**config.mk**
```make
export PLATFORM = sky130hd
export DESIGN_NAME = m65c02_alu_arb
export DESIGN_NICKNAME = d
export VERILOG_FILES = /design/src/rtl/m65c02_alu_pkg.sv /design/src/rtl/m65c02_arb_prio.sv /design/src/rtl/m65c02_alu_arb.sv
export SDC_FILE = /design/constraint.sdc
export NUM_CORES = 1
export LEC_CHECK = 0
export ABC_AREA = 0
export BUFFER_PORTS_ARGS = -buffer_cell sky130_fd_sc_hd__buf_4
export CELL_PAD_IN_SITES_DETAIL_PLACEMENT = 1
export CELL_PAD_IN_SITES_GLOBAL_PLACEMENT = 2
export CORE_UTILIZATION = 27
export DETAILED_ROUTE_END_ITERATION = 10
export PLACE_DENSITY = 0.85
export SYNTH_ARGS = -nofsm -noshare
export SYNTH_HDL_FRONTEND = slang
export SYNTH_SLANG_ARGS = --single-unit
```
**constraint.sdc**
```tcl
create_clock -name clk_i -period 2.4 [get_ports clk_i]
set_clock_uncertainty 0.05 [all_clocks]
set_input_delay 0.12 -clock clk_i [delete_from_list [all_inputs] [get_ports clk_i]]
set_output_delay 0.12 -clock clk_i [all_outputs]
set_load 0.03 [all_outputs]
```
**src/rtl/m65c02_alu_pkg.sv**
```systemverilog
// Shared types and constants for the M65C02 ALU arbiter.
package m65c02_alu_pkg;

  // Control word field layout, MSB first: Reg_WE, FU_Sel, Op, QSel, RSel, CSel, WSel, OSel, CCSel
  localparam int unsigned CwRegWeLsb = 23;
  localparam int unsigned CwRegWeW   = 3;
  localparam int unsigned CwFuSelLsb = 18;
  localparam int unsigned CwFuSelW   = 5;
  localparam int unsigned CwOpLsb    = 16;
  localparam int unsigned CwOpW      = 2;
  localparam int unsigned CwQSelLsb  = 14;
  localparam int unsigned CwQSelW    = 2;
  localparam int unsigned CwRSelLsb  = 12;
  localparam int unsigned CwRSelW    = 2;
  localparam int unsigned CwCSelLsb  = 10;
  localparam int unsigned CwCSelW    = 2;
  localparam int unsigned CwWSelLsb  = 7;
  localparam int unsigned CwWSelW    = 3;
  localparam int unsigned CwOSelLsb  = 4;
  localparam int unsigned CwOSelW    = 3;
  localparam int unsigned CwCcSelLsb = 0;
  localparam int unsigned CwCcSelW   = 4;

  // Counter widths: starvation limit up to 15, ALU latency up to 4
  localparam int unsigned StarveCntW = 4;
  localparam int unsigned WaitCntW   = 2;

  typedef enum logic [1:0] {
    StIdle  = 2'b00,
    StIssue = 2'b01,
    StWait  = 2'b10
  } state_e;

  typedef enum logic {
    OwnA = 1'b0,
    OwnB = 1'b1
  } owner_e;

endpackage

```
**src/rtl/m65c02_arb_prio.sv**
```systemverilog
// Priority pick between A and B with a saturating starvation counter guaranteeing B progress.
module m65c02_arb_prio
  import m65c02_alu_pkg::*;
#(
  parameter int unsigned STARVE = 4
) (
  input  logic clk_i,
  input  logic rst_ni,
  input  logic en_i,
  input  logic a_req_i,
  input  logic b_req_i,
  output logic gnt_a_o,
  output logic gnt_b_o
);

  localparam logic [StarveCntW-1:0] StarveMax = StarveCntW'(STARVE);

  logic [StarveCntW-1:0] cnt_q, cnt_d;
  logic                  starved;

  // Grant pick: A wins ties unless B has waited through STARVE A grants
  always_comb begin
    starved = (cnt_q == StarveMax);
    gnt_b_o = en_i & b_req_i & (~a_req_i | starved);
    gnt_a_o = en_i & a_req_i & ~gnt_b_o;
  end

  // Starvation count: counts A grants that bypass a waiting B, saturating
  always_comb begin
    cnt_d = cnt_q;
    if (gnt_b_o) begin
      cnt_d = '0;
    end else if (gnt_a_o) begin
      if (!b_req_i) begin
        cnt_d = '0;
      end else if (!starved) begin
        cnt_d = cnt_q + StarveCntW'(1);
      end
    end
  end

  // Starvation count register
  always_ff @(posedge clk_i or negedge rst_ni) begin
    if (!rst_ni) begin
      cnt_q <= '0;
    end else begin
      cnt_q <= cnt_d;
    end
  end

endmodule

```
**src/rtl/m65c02_alu_arb.sv**
```systemverilog
// Two-requester arbiter and issue sequencer for the shared M65C02 ALU.
module m65c02_alu_arb
  import m65c02_alu_pkg::*;
#(
  parameter int unsigned CW_W   = 26,
  parameter int unsigned LAT    = 1,
  parameter int unsigned STARVE = 4
) (
  input  logic            clk_i,
  input  logic            rst_ni,
  input  logic            rdy_i,
  input  logic            a_req_i,
  input  logic [CW_W-1:0] a_cw_i,
  input  logic [7:0]      a_m_i,
  output logic            a_ack_o,
  output logic            a_done_o,
  input  logic            b_req_i,
  input  logic [CW_W-1:0] b_cw_i,
  input  logic [7:0]      b_m_i,
  output logic            b_ack_o,
  output logic            b_done_o,
  output logic [7:0]      rsp_do_o,
  output logic            rsp_cc_o,
  output logic            alu_en_o,
  output logic [CW_W-1:0] alu_cw_o,
  output logic [7:0]      alu_m_o,
  input  logic            alu_val_i,
  input  logic [7:0]      alu_do_i,
  input  logic            alu_cc_i,
  output logic            busy_o
);

  localparam logic [WaitCntW-1:0] WaitInit = WaitCntW'(LAT - 1);

  state_e                state_q, state_d;
  owner_e                owner_q;
  logic [WaitCntW-1:0]   wcnt_q;
  logic [CW_W-1:0]       cw_q;
  logic [7:0]            m_q;
  logic [7:0]            rsp_do_q;
  logic                  rsp_cc_q;
  logic                  done_a_q, done_b_q;
  // Sticky: a WAIT expired without ALU_Val (protocol error, observed in simulation)
  logic                  prot_err_q;

  logic                  arb_en, gnt_a, gnt_b, gnt_any, complete, timeout;

  // Grants only in IDLE on a Rdy cycle; held off while reset is asserted so outputs stay 0
  assign arb_en = rdy_i & rst_ni & (state_q == StIdle);

  m65c02_arb_prio #(
    .STARVE (STARVE)
  ) u_prio (
    .clk_i   (clk_i),
    .rst_ni  (rst_ni),
    .en_i    (arb_en),
    .a_req_i (a_req_i),
    .b_req_i (b_req_i),
    .gnt_a_o (gnt_a),
    .gnt_b_o (gnt_b)
  );

  // Completion: ALU result, or wait counter running out at zero without one
  always_comb begin
    gnt_any  = gnt_a | gnt_b;
    complete = rdy_i & (state_q == StWait) & (alu_val_i | (wcnt_q == '0));
    timeout  = complete & ~alu_val_i;
  end

  // FSM state register, frozen while Rdy is low
  always_ff @(posedge clk_i or negedge rst_ni) begin
    if (!rst_ni) begin
      state_q <= StIdle;
    end else if (rdy_i) begin
      state_q <= state_d;
    end
  end

  // FSM next state
  always_comb begin
    state_d = state_q;
    unique case (state_q)
      StIdle:  if (gnt_any) state_d = StIssue;
      StIssue: state_d = StWait;
      StWait:  if (alu_val_i || (wcnt_q == '0)) state_d = StIdle;
      default: state_d = StIdle;
    endcase
  end

  // FSM outputs: strobes suppressed while Rdy is low
  always_comb begin
    a_ack_o  = gnt_a;
    b_ack_o  = gnt_b;
    alu_en_o = rdy_i & (state_q == StIssue);
    a_done_o = rdy_i & done_a_q;
    b_done_o = rdy_i & done_b_q;
    busy_o   = (state_q != StIdle);
    alu_cw_o = cw_q;
    alu_m_o  = m_q;
    rsp_do_o = rsp_do_q;
    rsp_cc_o = rsp_cc_q;
  end

  // Datapath: operand capture on grant, wait counter, response and Done pulses
  always_ff @(posedge clk_i or negedge rst_ni) begin
    if (!rst_ni) begin
      owner_q    <= OwnA;
      wcnt_q     <= '0;
      cw_q       <= '0;
      m_q        <= '0;
      rsp_do_q   <= '0;
      rsp_cc_q   <= 1'b0;
      done_a_q   <= 1'b0;
      done_b_q   <= 1'b0;
      prot_err_q <= 1'b0;
    end else if (rdy_i) begin
      if (gnt_any) begin
        cw_q    <= gnt_b ? b_cw_i : a_cw_i;
        m_q     <= gnt_b ? b_m_i : a_m_i;
        owner_q <= gnt_b ? OwnB : OwnA;
      end
      if (state_q == StIssue) begin
        wcnt_q <= WaitInit;
      end else if ((state_q == StWait) && (wcnt_q != '0)) begin
        wcnt_q <= wcnt_q - WaitCntW'(1);
      end
      done_a_q <= complete & (owner_q == OwnA);
      done_b_q <= complete & (owner_q == OwnB);
      if (complete) begin
        rsp_do_q <= alu_do_i;
        rsp_cc_q <= alu_val_i & alu_cc_i;
      end
      if (timeout) begin
        prot_err_q <= 1'b1;
      end
    end
  end

endmodule

```
After elaboration in Yosys (flattened, before gate mapping)
Index checks and enable logic that the tools add are counted.

storage, ports and cells
  bits in writable memories = 0
  output and inout bits = 49
  input bits = 83
  register bits after elaboration = 54
  bits in read-only memories = 0
  memories kept = 0
  bits in latches = 0

cells by class
  reductions and logical operators = 13
  equality and inequality tests = 6
  multiplexer cells = 12
  multiply operators = 0
  div/mod/pow operators = 0
  magnitude comparators = 0
  shifts and indexed selects = 0
  bitwise logic cells = 20
  add/sub/neg operators = 2

operators by type and width
  cell                                              number
  two-way mux 26 bit                                1
  two-way mux 4 bit                                 4
  AND 1 bit                                         14
  two-way mux 2 bit                                 4
  two-way mux 8 bit                                 1
  AND reduction 2 bit                               4
  nonzero test 2 bit                                4
  case mux 2 bit (3 select lines)                   1
  adder 4 x 1 -> 4 bit, second input constant       1
  == test 4 x 3 -> 1 bit, second input constant     1
  logical NOT 2 bit                                 2
  inequality test 2 bit, second input constant      2
  inequality test 3 bit, second input constant      1
  inverter 1 bit                                    3
  OR 1 bit                                          3
  AND reduction 3 bit                               1
  == test 2 x 1 -> 1 bit, second input constant     1
  == test 2 bit, second input constant              1
  subtractor 2 x 1 -> 2 bit, second input constant  1
  logical AND 1 bit                                 1
  logical OR 1 bit                                  1
  two-way mux 1 bit                                 1

Logic depth before layout (Yosys ltp)
Gate-level depths: netlist of run 1.

  depth after elaboration = 9
  depth in mapped cells = 8

Cells and area by module
Synthesis of run 1 repeated with hierarchy kept, for this count alone.

unflattened totals
  cells, all modules = 229
  area total of the unflattened synthesis = 2,542.4 um^2

modules (own cells, without submodules)
  module           seq. area each (um^2)  area an instance (um^2)  cells each  times used
  m65c02_alu_arb   1,251.2                2,297.2                  202         1
  m65c02_arb_prio  100.1                  245.2                    27          1

Worst setup path before layout of run 1
OpenSTA, ideal clock, no wires.

  kind = flip-flop to output port
  start = reg u_prio.cnt_q[0]
  end = out a_ack_o
  path buffers = 0
  arrival time = 1.573 ns
  stages on the path, launching flop included = 5
  required time = 2.230 ns
  slack = 0.657 ns
  cell sequence = dfrtp_1 -> inv_1 -> ha_1 -> and3b_4 -> a211oi_1

between the ends
  word-level cells in the longest chain between the ends = 5

ends and longest elaborated chain
  item                      line                   source
  start: declaration        m65c02_arb_prio.sv:18  logic [StarveCntW-1:0] cnt_q, cnt_d;
  start signal: assignment  m65c02_arb_prio.sv:47  cnt_q <= cnt_d;
  == test 4 x 3 -> 1 bit    m65c02_arb_prio.sv:23  starved = (cnt_q == StarveMax);
  OR 1 bit                  m65c02_arb_prio.sv:24  gnt_b_o = en_i & b_req_i & (~a_req_i | starved);
  AND 1 bit                 m65c02_arb_prio.sv:24
  inverter 1 bit            m65c02_arb_prio.sv:25  gnt_a_o = en_i & a_req_i & ~gnt_b_o;
  AND 1 bit                 m65c02_arb_prio.sv:25
  end: declaration          m65c02_alu_arb.sv:15   output logic a_ack_o,

No other way between the ends.

Worst setup path in the final report of run 1
  start = reg u_prio.cnt_q[0]
  end = out b_ack_o

between the ends
  word-level cells in the longest chain between the ends = 3

ends and longest elaborated chain
  item                    line                   source
  == test 4 x 3 -> 1 bit  m65c02_arb_prio.sv:23
  OR 1 bit                m65c02_arb_prio.sv:24
  AND 1 bit               m65c02_arb_prio.sv:24
  end: declaration        m65c02_alu_arb.sv:20   output logic b_ack_o,

No other way between the ends.

==> metrics.yaml, run 1 <==
global_routing:
  grt_pass1_wl_um: 13500
  globalRouteOverflowTotal: 0
  grt_use_total_pct: 16.6
  antenna_found_initial: 0
  grt_max_degree: 54
  grt_pass1_vias: 2796
cts:
  clkTransAtPathRegs_ns: 0.10
  cts.sinks: 54
  cts_tree: "yes"
  h-tree-depth: 2
  cts.repair.resized: 0
  root_buffer: "clkbuf_8"
  postCtsSetupBuffers: 0
  insertion_delay_ns: 0.31
  clk_path_buf_depth: 2
  cts_buffers: 5
min_path:
  hold_depth: 2
  hp-class: "input pin to flop"
  min-delay-start: "rdy_i"
  hold_path_end: "state_q[0]"
routing:
  routed_wl_um: 8600
  viasPerCell: 4.51
  detail_route.wl_per_cell_um: 14.9
  met2_length_um: 4350
  wl_met1_um: 3580
  met3WireLength_um: 605
  antenna_left: 0
  drc: 0
  top_layer: "met4"
  vias: 2611
  drt_first_pass_iters: 3
  initialDrtViolationCount: 41
final_layout:
  layout.nets: 531
  drive_above_1_share_pct: 49.3
  diodes: 0
  finalInstanceArea_um2: 4400
  post-route-util_pct: 44.6
  area_growth_pct: 58.6
setup_path:
  reg2reg_to: "alu_cw_o[8]"
  crit_chain: "inv_1 > ha_1 > and3b_4 > o211ai_4 > inv_8 > buf_4"
  crit_type: "flop to primary output"
  critPathLaunchType: "flop"
  crit_start: "u_prio.cnt_q[0]"
  crit_fanout: 35
  cp_slowest_cell: "dfrtp_1"
  crit_path_end_kind: "primary output"
  timing.rr.start: "state_q[0]"
  max_stage_delay_ns: 0.38
  worstPathArrival_ns: 1.86
  worstRegToRegCells: 5
  cp.required_ns: 2.23
  reg2reg_setup_slack_ns: 0.58
placement:
  hpwl_um: 5780
  portBuffers: 131
  placed_cell_area_um2: 3870
  gp_congestion: 0.708
logic_synthesis:
  synth_area_um2: 2780
  ys_seq_area_share_pct: 48.7
  syn-num-nets: 357
  ys_types: 35
  yosys_warnings: 0
  synth_top_area_share_pct: 48.7
  async_flop_share_pct: 100
  synth_ff_type: "dfrtp_1"
  yosysMostFrequentCell: "a21oi_2"
  syn_inst: 271
  synth_area_per_cell_um2: 10.2
  yosys.area.top_type: "dfrtp_1"
  synthTopCellsByArea: "dfrtp_1 49%, a21oi_2 18%, nand2_1 5.9%"
  synth-edff-count: 0
  yosys-top-cells-count: "58 x a21oi_2, 54 x dfrtp_1, 44 x nand2_1"
  synth-seq-cells: 54
floorplan:
  die_h_um: 103
  die_w_um: 103
  die_area_um2: 10700
  ioPinCount: 132
  fp.coreArea_um2: 9860
  initial_core_util_pct: 28.1
  row_count: 36
power_and_ir_drop:
  fin_total_pwr_uw: 3680
  ir_drop_uv: 423
  p_per_area_nw_per_um2: 835
  leakage_uw: 0.00203
timing:
  fmax_mhz: 493
  setup_viol: 0
  finalHoldViolCount: 0
  fin_crit_ns: 2.03
  relSlewSlack_pct: 50.6
  rsz0062_at_grt: "false"
  tns_ns: 0
  fin_crit_sh_pct: 84.6
  tightest_slew_ns: 0.738
  slew_viol_final: 0
  whs_ns: 0.0183
outcome:
  outcome: "finished clean"
run:
  cap_violations: 0
==> per-stage QoR <==
step | cells | setup WS (ns)
3_5_place_dp | 527 | 0.588
3_3_place_gp | 527 | 0.636
6_report | 579 | 0.370
2_1_floorplan | 271 | 0.657
4_1_cts | 578 | 0.335
5_1_grt | 579 | 0.253
==> final cells by class <==
| cell class | count | area (um2) |
|---|---|---|
| clock buffer | 5 | 68.8 |
| clock inverter | 3 | 25.0 |
| fill | 1112 | 5460 |
| inverter | 10 | 45.0 |
| multi-input combinational | 193 | 1270 |
| sequential | 54 | 1350 |
| tap | 133 | 166 |
| timing repair buffer | 181 | 1480 |
==> layout by cell type (no fill, tap or decap), types with 3 or more instances in the layout <==
master	n
a21oi_1	10
a21oi_2	58
buf_4	136
clkbuf_8	5
dfrtp_1	54
dlygate4sd3_1	44
ha_1	3
inv_1	9
mux2_2	9
nand2_1	44
nand2b_1	3
nor2_1	38
o21ai_0	4
==> repair_timing <==
action,4_1_cts,5_1_grt
hold buffers,43,1
hold endpoints to repair,96,1
setup endpoints to repair,0,0
==> kinds of logic (layout without fill, tap and decap cells) <==
logic type	after synthesis	count (layout)	share of synthesized area, %
AO/OA/AOI/OAI	81	81	23.9
buffers and inverters	24	199	6.17
multiplexers	11	11	4.37
flip-flops	54	54	48.7
adder cells (fa/ha/maj)	3	3	1.35
AND/OR/NAND/NOR	98	98	15.5
==> registers in the layout, summed over array words and instances (netlist names) <==
name          flops
alu_cw_o         26
alu_m_o           8
done_a_q          1
done_b_q          1
owner_q           1
rsp_cc_o          1
rsp_do_o          8
state_q           2
u_prio.cnt_q      4
wcnt_q            2
==> worst max-delay path by stage <==
stage	slack, ns	cells after the start	to
after detailed placement	0.59	5	alu_cw_o[8]
after global routing	0.25	6	b_ack_o
after global placement	0.64	5	alu_cw_o[12]
final	0.37	6	b_ack_o
after floorplan	0.66	4	a_ack_o
after CTS	0.34	6	b_ack_o
==> metal layers <==
metal | track usage [%] | vias up
met2 | 30.7 | 87
met5 | 0 | -
met4 | 3.58 | 0
met1 | 19.2 | 1263
met3 | 4.17 | 5
li1 | - | 1256
==> report_power, final <==
group	switching [uW]	total [uW]	leakage, uW	internal [uW]
sequential	171	1360	0.000629	1190
clock	335	547	0.0000447	212
combinational	1030	1760	0.00135	736
==> worst max-delay path: cells and delay by family, from the launching register on <==
kind            cells  cell delay, ns
fa+ha+maj           1            0.20
flops               1            0.38
buf+inv             3            0.48
simple gates        1            0.20
compound gates      1            0.27
(Power assumes the default switching activity.)
==> inputs of run 2 (changes only) <==
==> constraint.sdc (replaced) <==
create_clock -name clk_i -period 1.9 [get_ports clk_i]
set_clock_uncertainty 0.05 [all_clocks]
set_input_delay 0.095 -clock clk_i [delete_from_list [all_inputs] [get_ports clk_i]]
set_output_delay 0.095 -clock clk_i [all_outputs]
set_load 0.03 [all_outputs]
==> metrics.yaml, run 2 (synthesis results as in run 1) <==
outcome:
  outcome: "finished clean"
routing:
  met2_length_um: 4880  # +12%
  vias: 2727  # +4.4%
  top_layer: "met4"
  routed_wl_um: 9530  # +11%
  wl_met1_um: 3900  # +8.9%
  antenna_left: 0  # unchanged
  drt_first_pass_iters: 3  # unchanged
  initialDrtViolationCount: 43  # +4.9%
  met3WireLength_um: 650  # +7.4%
  detail_route.wl_per_cell_um: 15.8  # +6.6%
  viasPerCell: 4.53  # +0.45%
  drc: 0  # unchanged
final_layout:
  layout.nets: 554  # +4.3%
  drive_above_1_share_pct: 49.7  # +0.35 points
  largest_reg_flops: 26  # unchanged
  final_common_cell: "buf_4"
  mostFrequentLayoutCells: "145 x buf_4, 60 x a21oi_2, 56 x dlygate4sd3_1"
  finalInstanceArea_um2: 4640  # +5.4%
  diodes: 0  # unchanged
  area_growth_pct: 67.2
  post-route-util_pct: 47.1  # +2.4 points
floorplan:
  fp.coreArea_um2: 9860  # unchanged
  initial_core_util_pct: 28.1  # unchanged
  row_count: 36  # unchanged
  ioPinCount: 132  # unchanged
  die_h_um: 103  # unchanged
  die_area_um2: 10700  # unchanged
  die_w_um: 103  # unchanged
min_path:
  hp-class: "input pin to flop"
power_and_ir_drop:
  power_switching_uw: 1960  # +28%
  leakage_uw: 0.00215  # +6.0%
  power_frac_seq_pct: 36.5  # -0.6 points
  p_per_area_nw_per_um2: 1020  # +22%
  ir_drop_uv: 405  # -4.3%
  p_sw_share_pct: 41.5  # -0.20 points
  p_comb_share_pct: 49.4  # +1.4 points
  p_int_uw: 2760  # +29%
  power_frac_clock_pct: 14.1  # -0.8 points
timing:
  tns_ns: 0  # unchanged
  tightest_slew_ns: 0.505  # -0.233 ns
  rsz0062_at_grt: "false"
  fin_crit_sh_pct: 97.5
  setup_viol: 0  # unchanged
  fmax_mhz: 540
  relSlewSlack_pct: 66.2  # +16 points
  slew_viol_final: 0  # unchanged
  fin_crit_ns: 1.85
  finalHoldViolCount: 0  # unchanged
global_routing:
  globalRouteOverflowTotal: 0  # unchanged
  grt_use_total_pct: 17.9  # +1.3 points
  grt_pass1_wl_um: 14600  # +8.1%
  grt_pass1_vias: 2938  # +5.1%
  grt_max_degree: 33  # -39%
  antenna_found_initial: 0  # unchanged
cts:
  cts_buffers: 5  # unchanged
  cts_tree: "yes"
  h-tree-depth: 2  # unchanged
  cts.sinks: 54  # unchanged
  clkTransAtPathRegs_ns: 0.10  # about the same
  clk_path_buf_depth: 2  # unchanged
  insertion_delay_ns: 0.31  # about the same
  root_buffer: "clkbuf_8"
placement:
  placed_cell_area_um2: 3910  # +1.1%
  portBuffers: 131  # unchanged
  gp_congestion: 0.735  # +3.8%
  hpwl_um: 6080  # +5.2%
setup_path:
  cp.required_ns: 2.06  # -0.17 ns
  reg2reg_setup_slack_ns: 0.05  # -0.53 ns
  worstRegToRegCells: 8  # +3
  reg2reg_to: "alu_cw_o[25]"
  crit_path_end_kind: "flop"
  crit_start: "u_prio.cnt_q[0]"
  critPathLaunchType: "flop"
  worstPathArrival_ns: 2.01  # +0.15 ns
  crit_end: "alu_cw_o[25]"
  timing.rr.start: "u_prio.cnt_q[0]"
  crit_fanout: 8  # -77%
  crit_type: "flop to flop"
run:
  cap_violations: 0  # unchanged
[run 2: cell count changes in the layout (fill, tap and decap cells not counted), sizes merged]
cell	previous run	this run
buf	137	147
inv	11	10
bufinv	0	1
dlygate4sd3	44	56
clkinv	1	2
[run 2: worst min-delay path by stage]
stage	start	end	slack, ns	cells after the start
4_1_cts	b_cw_i[2]	alu_cw_o[2]	0.0004	3
5_1_grt	b_cw_i[2]	alu_cw_o[2]	0.01	3
6_report	b_cw_i[6]	alu_cw_o[6]	0.007	3
3_3_place_gp	rst_ni	state_q[1]	0.09	2
2_1_floorplan	rst_ni	alu_cw_o[0]	-0.25	0
3_5_place_dp	rst_ni	state_q[1]	0.09	2
[run 2: final cells by class]
class / instances / area (um2)
fillers: 1115 / 5220
repair inverters: 1 / 8.76
well taps: 133 / 166
clock buffers: 5 / 68.8
flip-flops and latches: 54 / 1350
clock inverters: 3 / 21.3
multi-input cells: 193 / 1270
repair buffers: 203 / 1690
inverters: 10 / 63.8
[run 2: layer usage]
metal  vias to the layer above  GRT usage [%]
li1                       1304              -
met1                      1320           20.5
met2                        93           33.2
met3                        10           4.50
met4                         0           4.12
met5                         -              0
[run 2: critical path, cell delays in order, from the launching register on]
cell and delay (ns):
dfrtp_1 0.37, inv_1 0.06, ha_1 0.20, and3b_4 0.20, o211ai_4 0.19, bufinv_16 0.20, buf_4 0.19, a21oi_2 0.20
a21oi_2 0.08
[run 2: through the flow]
| stage | power (uW) | std cells | setup WS, ns | hold slack [ns] |
|---|---|---|---|---|
| after floorplan | 3040 | 271 | 0.182 | -0.251 |
| after global placement | 3890 | 531 | 0.230 | 0.0905 |
| after detailed placement | 3950 | 531 | 0.148 | 0.0899 |
| after CTS | 4760 | 601 | 0.0265 | 0.000369 |
| after global routing | 5010 | 602 | 0.00275 | 0.0119 |
| final | 4720 | 602 | 0.0467 | 0.00721 |
[run 2: repair_timing]
| action | 4_1_cts | 5_1_grt |
|---|---|---|
| setup buffers | 5 | 1 |
| hold buffers | 56 | 0 |
| pin swaps | 1 | 1 |
| setup endpoints to repair | 1 | 20 |
| resized for setup | 1 | 2 |
| hold endpoints to repair | 100 | 0 |
| cloned | 1 | 0 |
[run 2: power by group through the flow]
stage	clock network, uW	logic, uW	registers (uW)
after floorplan	0	664	2380
after global placement	0	2150	1740
after detailed placement	0	2200	1750
after CTS	711	2330	1720
after global routing	730	2510	1770
final	664	2330	1720
==> inputs of run 3 (changes only) <==
--- a/config.mk
+++ b/config.mk
@@ -6,12 +6,13 @@
 export NUM_CORES = 1
 export LEC_CHECK = 0
 export ABC_AREA = 0
-export BUFFER_PORTS_ARGS = -buffer_cell sky130_fd_sc_hd__buf_4
+export BUFFER_PORTS_ARGS = -buffer_cell sky130_fd_sc_hd__buf_2
 export CELL_PAD_IN_SITES_DETAIL_PLACEMENT = 1
 export CELL_PAD_IN_SITES_GLOBAL_PLACEMENT = 2
 export CORE_UTILIZATION = 27
 export DETAILED_ROUTE_END_ITERATION = 10
 export PLACE_DENSITY = 0.85
+export RECOVER_POWER = 50
 export SYNTH_ARGS = -nofsm -noshare
 export SYNTH_HDL_FRONTEND = slang
 export SYNTH_SLANG_ARGS = --single-unit
==> metrics.yaml, run 3 (synthesis results as in run 1) <==
routing:
  drt_first_pass_iters: 4  # +1
  vias: 2667  # -2.2%
  initialDrtViolationCount: 64  # +49%
  detail_route.wl_per_cell_um: 15.3  # -3.3%
  antenna_left: 0  # unchanged
  routed_wl_um: 9090  # -4.6%
  viasPerCell: 4.49  # -0.88%
  drc: 0  # unchanged
floorplan:
  fp.coreArea_um2: 9860  # unchanged
  die_w_um: 103  # unchanged
  row_count: 36  # unchanged
  die_area_um2: 10700  # unchanged
  initial_core_util_pct: 28.1  # unchanged
  ioPinCount: 132  # unchanged
  die_h_um: 103  # unchanged
timing:
  fin_crit_ns: 1.79  # -0.0597 ns
  fin_crit_sh_pct: 94.4  # -3.1 points
  slew_viol_final: 0  # unchanged
  relSlewSlack_pct: 15.0  # -51 points
  rsz0062_at_grt: "false"
  setup_viol: 0  # unchanged
  tightest_slew_ns: 1.27  # +0.770 ns
  fmax_mhz: 558  # +3.3%
  finalHoldViolCount: 0  # unchanged
  tns_ns: 0  # unchanged
  setup_slack_ns: 0.106  # +0.0597 ns
cts:
  clk_path_buf_depth: 2  # unchanged
  cts_buffers: 5  # unchanged
  clkTransAtPathRegs_ns: 0.11  # about the same
  insertion_delay_ns: 0.31  # about the same
  root_buffer: "clkbuf_8"
  cts.sinks: 54  # unchanged
  h-tree-depth: 2  # unchanged
  cts_tree: "yes"
final_layout:
  diodes: 0  # unchanged
  area_growth_pct: 51.8
  largest_reg_flops: 26  # unchanged
  layout.nets: 546  # -1.4%
  drive_above_1_share_pct: 40.6  # -9.1 points
  final_common_cell: "buf_2"
  post-route-util_pct: 42.7  # -4.3 points
  mostFrequentLayoutCells: "87 x buf_2, 59 x a21oi_2, 54 x dfrtp_1"
run:
  cap_violations: 0  # unchanged
global_routing:
  grt_use_met2_pct: 31.8  # -1.3 points
  grt_use_total_pct: 17.4  # -0.49 points
  use_met3_pct: 3.36  # -1.1 points
  grt_pass1_vias: 2901  # -1.3%
  met1_usage_pct: 20.7  # +0.20 points
  globalRouteOverflowTotal: 0  # unchanged
  grt_max_degree: 55  # +67%
  antenna_found_initial: 0  # unchanged
  grt_pass1_wl_um: 14100  # -3.3%
  grt_most_used_layer: "met2"
min_path:
  hold_depth: 3  # unchanged
  min-delay-start: "b_cw_i[20]"
  hp-class: "input pin to flop"
setup_path:
  timing.rr.start: "u_prio.cnt_q[0]"
  crit_path_end_kind: "primary output"
  cp.depth: 6  # -2
  cp_slowest_cell: "dfrtp_1"
  worstRegToRegCells: 8  # unchanged
  critPathLaunchType: "flop"
  crit_type: "flop to primary output"
  worstPathArrival_ns: 1.65  # -0.36 ns
  cp.required_ns: 1.75  # -0.31 ns
  crit_fanout: 3  # -5
  crit_start: "u_prio.cnt_q[0]"
  crit_buf_inv: 3  # unchanged
  crit_chain: "inv_2 > ha_1 > and3b_4 > o211ai_4 > bufinv_16 > buf_6"
  path_delay_family: "flip-flops"
  max_stage_delay_ns: 0.39  # +0.02 ns
placement:
  portBuffers: 131  # unchanged
  hpwl_um: 5750  # -5.5%
  gp_congestion: 0.708  # -3.7%
  pre_cts_ws_ns: 0.123  # -0.0249 ns
outcome:
  outcome: "finished clean"
power_and_ir_drop:
  leakage_uw: 0.00190  # -11%
  ir_drop_uv: 392  # -3.1%
  p_per_area_nw_per_um2: 1070  # +5.2%
  fin_total_pwr_uw: 4510  # -4.5%
-- run 3: repair_timing --
item,in CTS,in global routing
setup buffers,5,1
cloned,1,0
resized for setup,2,5
setup endpoints to repair,1,30
hold buffers,50,0
endpoints found under the hold margin,97,0
pin swaps,1,1
-- run 3: area by class of cell --
| cell class | count | area (um2) |
|---|---|---|
| Sequential cell | 54 | 1350 |
| Clock buffer | 5 | 68.8 |
| Inverter | 10 | 63.8 |
| Fill cell | 1207 | 5650 |
| Timing Repair inverter | 1 | 8.76 |
| Multi-Input combinational cell | 193 | 1270 |
| Timing Repair Buffer | 195 | 1240 |
| Clock inverter | 3 | 43.8 |
| Tap cell | 133 | 166 |
-- run 3: worst paths after layout --
path                       slack [ns]      endpoint
setup / recovery                 0.11       b_ack_o
hold / removal                   0.01  alu_cw_o[20]
setup reg to reg                 0.12   alu_cw_o[5]
hold reg to reg                  0.44     wcnt_q[0]
max in group asynchronous        0.29    alu_m_o[5]
min in group asynchronous        0.74  alu_cw_o[13]
-- run 3: tightest hold or removal path: stages --
cell	delay, ns
buf_2	0.08
a21oi_2	0.05
a21oi_2	0.12
-- run 3: per-layer routing --
metal	wire (um)	share of wire (%)
met5	0	0
met4	130	1.4
met3	488	5.4
met2	4660	51
met1	3810	42
-- run 3: power by group --
part	internal [uW]	switching, uW	leakage (uW)
Combinational	649	1330	0.00122
Clock	396	414	0.0000585
Sequential	1510	214	0.000629
-- run 3: through the flow --
step | hold slack, ns | std cells | instance area [um2]
6_report | 0.0102 | 594 | 4220
3_5_place_dp | 0.285 | 529 | 3570
3_3_place_gp | 0.280 | 529 | 3570
5_1_grt | 0.000500 | 594 | 4220
4_1_cts | 0.00123 | 593 | 4250
2_1_floorplan | -0.251 | 271 | 2780
